**config.mk**
```make
export PLATFORM = sky130hd
export DESIGN_NAME = serial_adder_ctrl
export DESIGN_NICKNAME = d
export VERILOG_FILES = /design/src/rtl/serial_adder_pkg.sv /design/src/rtl/serial_adder_ctrl_full_adder.sv /design/src/rtl/serial_adder_ctrl.sv
export SDC_FILE = /design/constraint.sdc
export NUM_CORES = 1
export LEC_CHECK = 0
export BUFFER_PORTS_ARGS = -buffer_cell sky130_fd_sc_hd__buf_2
export CAP_MARGIN = 20
export CORE_ASPECT_RATIO = 0.6
export CORE_MARGIN = 5
export CORE_UTILIZATION = 54
export CTS_CLUSTER_DIAMETER = 100
export DETAILED_ROUTE_END_ITERATION = 12
export PLACE_DENSITY = 0.77
export SYNTH_ARGS = -nofsm -noshare
export SYNTH_HDL_FRONTEND = slang
export SYNTH_HIERARCHICAL = 1
export SYNTH_SLANG_ARGS = --single-unit
export TNS_END_PERCENT = 1
```
**constraint.sdc**
```tcl
create_clock -name clk -period 1.42 [get_ports clk]
set_input_delay 0.284 -clock clk [delete_from_list [all_inputs] [get_ports clk]]
set_output_delay 0.284 -clock clk [all_outputs]
set_load 0.05 [all_outputs]
```
**src/rtl/serial_adder_pkg.sv**
```systemverilog
// Shared types and limits for the bit-serial adder controller.
package serial_adder_pkg;

  typedef enum logic [1:0] {
    IDLE = 2'd0,
    RUN  = 2'd1,
    DONE = 2'd2
  } state_t;

  localparam int MAX_WIDTH = 64;

endpackage

```
**src/rtl/serial_adder_ctrl_full_adder.sv**
```systemverilog
// One-bit full adder cell shared by the serial datapath.
// Purely combinational; no latency, no flow control.
module fullAdder (
  input  logic inA,
  input  logic inB,
  input  logic carryIn,
  output logic sum,
  output logic carryOut
);

  assign sum      = inA ^ inB ^ carryIn;
  assign carryOut = (inA & inB) | (carryIn & (inA ^ inB));

endmodule

```
**src/rtl/serial_adder_ctrl.sv**
```systemverilog
// Bit-serial adder: one fullAdder stepped LSB-first over WIDTH bits; done WIDTH cycles after accept.
// start only taken while ready=1; requests during RUN/DONE are dropped. Optional SERIAL_ADD_SUB_EN adds opSub.
module serial_adder_ctrl
  import serial_adder_pkg::*;
#(
  parameter int WIDTH = 8
) (
  input  logic             clk,
  input  logic             reset,
  input  logic             start,
  input  logic [WIDTH-1:0] opA,
  input  logic [WIDTH-1:0] opB,
  input  logic             carryIn,
`ifdef SERIAL_ADD_SUB_EN
  input  logic             opSub,
`endif
  output logic             ready,
  output logic [WIDTH-1:0] sum,
  output logic             carryOut,
  output logic             done
);

  localparam int CNT_W = (WIDTH > 1) ? $clog2(WIDTH) : 1;
  localparam logic [CNT_W-1:0] LAST_BIT = CNT_W'(WIDTH - 1);

  state_t           state_q;
  logic [WIDTH-1:0] shift_a_q, shift_b_q, res_q, sum_q;
  logic             carry_q, carry_out_q, ready_q, done_q;
  logic [CNT_W-1:0] cnt_q;

  logic [WIDTH-1:0] load_b_d;
  logic             load_c_d;
  logic [WIDTH-1:0] res_d;
  logic             fa_sum, fa_cout;
  logic             unused_res;

`ifdef SERIAL_ADD_SUB_EN
  // Subtraction is two's complement: invert B and force the initial carry.
  assign load_b_d = opSub ? ~opB : opB;
  assign load_c_d = opSub ? 1'b1 : carryIn;
`else
  assign load_b_d = opB;
  assign load_c_d = carryIn;
`endif

  fullAdder u_fa (
    .inA      (shift_a_q[0]),
    .inB      (shift_b_q[0]),
    .carryIn  (carry_q),
    .sum      (fa_sum),
    .carryOut (fa_cout)
  );

  // Bit 0 of the result register is always shifted out on the final edge.
  assign res_d      = {fa_sum, res_q[WIDTH-1:1]};
  assign unused_res = res_q[0];

  always_ff @(posedge clk) begin
    if (reset) begin
      state_q     <= IDLE;
      shift_a_q   <= '0;
      shift_b_q   <= '0;
      res_q       <= '0;
      sum_q       <= '0;
      carry_q     <= 1'b0;
      carry_out_q <= 1'b0;
      cnt_q       <= '0;
      ready_q     <= 1'b1;
      done_q      <= 1'b0;
    end else begin
      case (state_q)
        IDLE: begin
          done_q <= 1'b0;
          if (start) begin
            shift_a_q <= opA;
            shift_b_q <= load_b_d;
            carry_q   <= load_c_d;
            cnt_q     <= '0;
            res_q     <= '0;
            ready_q   <= 1'b0;
            state_q   <= RUN;
          end
        end
        RUN: begin
          res_q     <= res_d;
          carry_q   <= fa_cout;
          shift_a_q <= shift_a_q >> 1;
          shift_b_q <= shift_b_q >> 1;
          cnt_q     <= cnt_q + 1'b1;
          if (cnt_q == LAST_BIT) begin
            sum_q       <= res_d;
            carry_out_q <= fa_cout;
            done_q      <= 1'b1;
            state_q     <= DONE;
          end
        end
        DONE: begin
          done_q  <= 1'b0;
          ready_q <= 1'b1;
          state_q <= IDLE;
        end
        default: begin
          done_q  <= 1'b0;
          ready_q <= 1'b1;
          state_q <= IDLE;
        end
      endcase
    end
  end

  assign ready    = ready_q;
  assign done     = done_q;
  assign sum      = sum_q;
  assign carryOut = carry_out_q;

endmodule

```
* Yosys cells after proc, flatten, opt, wreduce, memory -nomap -nowiden
Index checks and enable logic that the tools add are counted.
Cells by class: bitwise logic cells 6, $add $sub $neg 1, $lt $le $gt $ge 0, multipliers 0, shifts and indexed selects 0, muxes and demuxes 15, reductions and logical operators 7, equality and inequality tests 4, divide/modulo/power cells 0
Operators with widths (number):
- case mux 8 bit (2 select lines) | 3
- two-way mux 8 bit | 3
- AND reduction 2 bit | 4
- case mux 3 bit (2 select lines) | 1
- two-way mux 2 bit | 2
- inequality test 2 bit, second input constant | 2
- case mux 1 bit (2 select lines) | 2
- case mux 2 bit (2 select lines) | 1
- adder 3 x 1 -> 3 bit, second input constant | 1
- equality test 3 bit, second input constant | 1
- two-way mux 3 bit | 1
- bitwise AND 1 bit | 2
- equality test 2 x 1 -> 1 bit, second input constant | 1
- zero test 2 bit | 1
- two-way mux 1 bit | 2
- nonzero test 2 bit | 1
- OR reduction 2 bit | 1
- bitwise XOR 1 bit | 2
- NOT 1 bit | 1
- bitwise OR 1 bit | 1
Word-level totals: memory bits (read-only) 0, latch bits 0, bits in writable memories 0, register bits after elaboration 41, memories 0

* Depth between registers and ports, before layout
depth in word-level cells 4, gate-level depth with buffers 6, mapped depth without buffers 5

* Hierarchy
Netlist, hierarchy kept.
By module, submodules not included:
- serial_adder_ctrl | sequential area each 800.8 sq um, cells each 165, instances 1, area each 1734.2 sq um
- fullAdder | sequential area each 0.0 sq um, cells each 1, instances 1, area each 20.0 sq um

* Worst setup path before layout
No wires, ideal clock.
path type reg2reg, start reg cnt_q[0], end reg sum_q[7] (netlist: sum[7]), cell stages (with the launch flop) 7, path slack 0.140 ns, period minus slack after synthesis 1.280 ns, data required time 1.288 ns, data arrival time 1.148 ns, setup time 0.132 ns, cells stage by stage dfxtp_1 ha_1 ha_1 and3b_1 buf_2 nand2_1 a21oi_1
On the way: cells in the longest elaborated chain, start to end 2
Ends and longest elaborated chain:
- start, declared | line serial_adder_ctrl.sv:29 | logic [CNT_W-1:0] cnt_q;
- start signal, assigned | line serial_adder_ctrl.sv:89 | cnt_q <= cnt_q + 1'b1;
- equality test 3 bit | line serial_adder_ctrl.sv:90 | if (cnt_q == LAST_BIT) begin
- AND reduction 2 bit (no source line)
- end signal, assigned | line serial_adder_ctrl.sv:91 | sum_q <= res_d;
- end, declared | line serial_adder_ctrl.sv:27 | logic [WIDTH-1:0] shift_a_q, shift_b_q, res_q, sum_q;
No other way between the ends. A chain may end at the register's enable or synchronous reset.

* Final worst setup path
start reg state_q[0], end reg res_q[7]
On the way: cells in the longest elaborated chain, start to end 3, elaborated cells on any way between the ends 6, those cells by class eq/ne (2); mux (1); reduce/logical (3)
Ends and longest elaborated chain:
- start, declared | line serial_adder_ctrl.sv:26 | state_t state_q;
- start signal, assigned | line serial_adder_ctrl.sv:60 | state_q <= IDLE;
- start signal, assigned | line serial_adder_ctrl.sv:81 | state_q <= RUN;
- start signal, assigned | line serial_adder_ctrl.sv:94 | state_q <= DONE;
- equality test 2 x 1 -> 1 bit / zero test 2 bit (equally long branches) | line serial_adder_ctrl.sv:71 | case (state_q)
- nonzero test 2 bit (no source line) / inequality test 2 bit (equally long branches)
- AND reduction 2 bit (no source line)
- end signal, assigned | line serial_adder_ctrl.sv:85 | res_q <= res_d;
- end, declared | line serial_adder_ctrl.sv:27
Several ways; a longest one is shown, not always the timed one.

==> summary.txt <==
Timing
  • Period Utilization, post-route: between 90% and 100%
  • Tightest Pin Transition: roughly 0.75 ns
  • Minimum clock period: around 1.4 ns
  • Skew final: 0.0100 ns
  • Fmax: approximately 0.71 GHz
  • Fin. max-slew vios: 0
  • Max-Slew Margin vs Limit: approximately half
  • Fin. Hold Viols: 0
  • RSZ-0062 raised after global routing: true
  • Setup TNS: 0 ns
  • Final setup fails: 0

Cells and area
  • Ant diodes: 0
  • Nets: between 200 and 250
  • Cell Count, Final, Fillers Out: between 200 and 250
  • Fillers: approximately 260
  • Synthesis-to-finish area growth: 15.3%
  • Share of layout cells above drive strength 1: 39.6%
  • Final core utilization: 63.5%

GRT
  • First-pass GRT wire length: 5.80 mm
  • Vias in the first global route: 1254
  • Initial antenna violation count: 0
  • Grt ovf: 0
  • Overall Global Routing Usage: 17.2%
  • Pin count of the biggest net entering global routing: 27

Detailed routing
  • Detail Route Antenna Nets: 0
  • Drt drc: 0
  • Routed len/inst: between 10 and 15 µm
  • Vias per cell: about 5.2
  • Total Wirelength: 3.45 mm
  • TritonRoute pass-1 iters: 4
  • Via count: about 1300
  • DR iter-0 viols: around 70

Clocking
  • Postcts setup bufs: 0
  • Worst-Skew Late Latency: roughly 0.30 ns
  • Clk root buf: clkbuf_8
  • Hold_buf cts: 0
  • CTS Sinks: 40
  • Worst-path clk slew: around 0.080 ns
  • CTS tree: yes
  • CTS buffer count: 5
  • H-tree lvl count: 2
  • Max clock buf depth: 2

Die
  • Die height: about 54 µm
  • Core region area: 0.00318 mm²
  • Rows: 16
  • # IOs: 31
  • DIE AREA: about 0.0045 mm²
  • Die Wd: between 80 and 90 µm
  • Initial Util: between 50% and 60%

Synthesis
  • Number of synthesis warnings: 6
  • Syn_nets: 189
  • Synth area leaders: dfxtp_1 46%, a211oi_2 11%, mux2i_1 8.6%
  • Yosys reg bits: 40
  • Ys async rst share: 0%
  • Distinct cell type count after synthesis: 26
  • Synth top cells by count: 40 x dfxtp_1, 18 x nand2_1, 16 x a211oi_2, 15 x mux2i_1
  • Mean Syn Cell Area: 10.6 µm²
  • Synthesized cell area: 0.00175 mm²
  • Most numerous cell in the Yosys netlist: dfxtp_1
  • Top cell type's share of synthesized area: a little under half
  • Mapped Cells: between 150 and 200
  • Seq/Total Area, Yosys: a little under half
  • Top FF cell, synth: dfxtp_1
  • Post-synth top area cell: dfxtp_1
  • EDFF count, synth: 0

Power
  • Power Density: about 1100 mW/mm²
  • Max VDD drop: around 0.6 mV
  • P_leak: approximately 0.00080 µW

Placement
  • Gpl congestion: between 0.8 and 0.9
  • Placed instance count: approximately 230
  • Buffers on Ports: 30
  • Detailed Place HPWL: between 2 and 3 mm

Worst setup path
  • Worst path max stage delay: 0.64 ns
  • Crit-path slowest cell: o21bai_1
  • CP bufs+invs: 0
  • CP Class: reg2reg
  • Data arrival time of the critical path: about 1.6 ns
  • Startpoint class of the critical path: flop
  • Cell family with most CP delay: compound AO/OA/AOI/OAI gates
  • Crit path max fanout: 11
  • Setup crit end kind: flop
  • CP required: between 1.5 and 2 ns
  • Worst-path cell chain: o21bai_1 > a22oi_1 > nor2_1

Flow run
  • Max Cap Viol: 0

Run status
  • Status: complete, no violations

Min path
  • HP Class: in2reg
[state kept, by name (all words and copies together) (netlist names)]
signal     flops
carryOut       1
carry_q        1
cnt_q          3
done           1
ready          1
res_q          7
shift_a_q      8
shift_b_q      8
state_q        2
sum            8
[where the power goes]
group	internal, µW	switching (µW)
combinational	152	177
sequential	1180	42.8
clock	387	388
total	1720	608
[worst reg2reg max path, cell delays in order (launching register included)]
cell and delay (ns):
dfxtp_1 0.39, o21bai_1 0.64, a22oi_1 0.16, nor2_1 0.14
[kinds of logic (layout without fill, tap and decap cells)]
family | count (synthesis) | after routing | synth area share (%)
adders and majority gates | 3 | 3 | 2.57
buffers and inverters | 13 | 44 | 6.71
DFF | 40 | 40 | 45.6
muxes | 15 | 15 | 8.56
and+or+nand+nor | 55 | 55 | 15.5
AOI/OAI and AO/OA | 40 | 40 | 21.0
[cell type report]
cell class / instances / area (µm²) / area share [%]
clock inverter: 2 / 10.0 / 0.495
timing repair buffer: 36 / 233 / 11.5
sequential: 40 / 801 / 39.6
multi-input combinational: 113 / 840 / 41.5
tap: 45 / 56.3 / 2.78
clock buffer: 6 / 82.6 / 4.08
[cells in the final DEF (no fill, tap or decap), drive strengths merged]
cell type,synthesis,routed
nand2b,3,3
a22oi,11,11
a211o,1,1
nor2,28,28
mux2i,15,15
nand3b,1,1
a21oi,9,9
a211oi,17,17
clkinv,0,2
nor2b,1,1
dfxtp,40,40
nor3b,2,2
ha,2,2
fa,1,1
nor3,1,1
o21bai,1,1
buf,11,36
and3b,1,1
clkbuf,2,6
o21ba,1,1
nand2,18,18
[metrics by stage]
step / cell area (µm²) / hold slack [ns] / total power [µW] / worst slack, ns
2_1_floorplan: 1750 / 0.432 / 1500 / 0.140
3_3_place_gp: 1930 / 0.440 / 1560 / 0.0649
3_5_place_dp: 1930 / 0.446 / 1580 / -0.0347
4_1_cts: 2020 / 0.223 / 2350 / 0.0253
5_1_grt: 2020 / 0.213 / 2440 / -0.106
6_report: 2020 / 0.227 / 2320 / 0.0162
[final timing paths]
path	start	endpoint	slack (ns)	cells after the start
setup / recovery	state_q[0]	res_q[7]	0.02	3
hold / removal	opB[7]	shift_b_q[7]	0.23	3
setup reg to reg	state_q[0]	res_q[7]	0.02	3
hold reg to reg	sum[6]	sum[6]	0.45	2
[metal layers]
metal | global-route usage (%) | up-vias | share of wire (%)
met3 | 7.80 | 7 | 4.8
met5 | 0 | - | 0
li1 | - | 638 | -
met4 | 8.29 | 0 | 2.5
met2 | 28.6 | 27 | 48
met1 | 19.4 | 578 | 45
[timing repair]
action | in CTS | in global routing
pin swaps | 0 | 0
setup endpoints to repair | 2 | 20
endpoints found under the hold margin | 0 | 0
resized for setup | 1 | 1
Note: power is estimated with default switching activity, not from simulation.
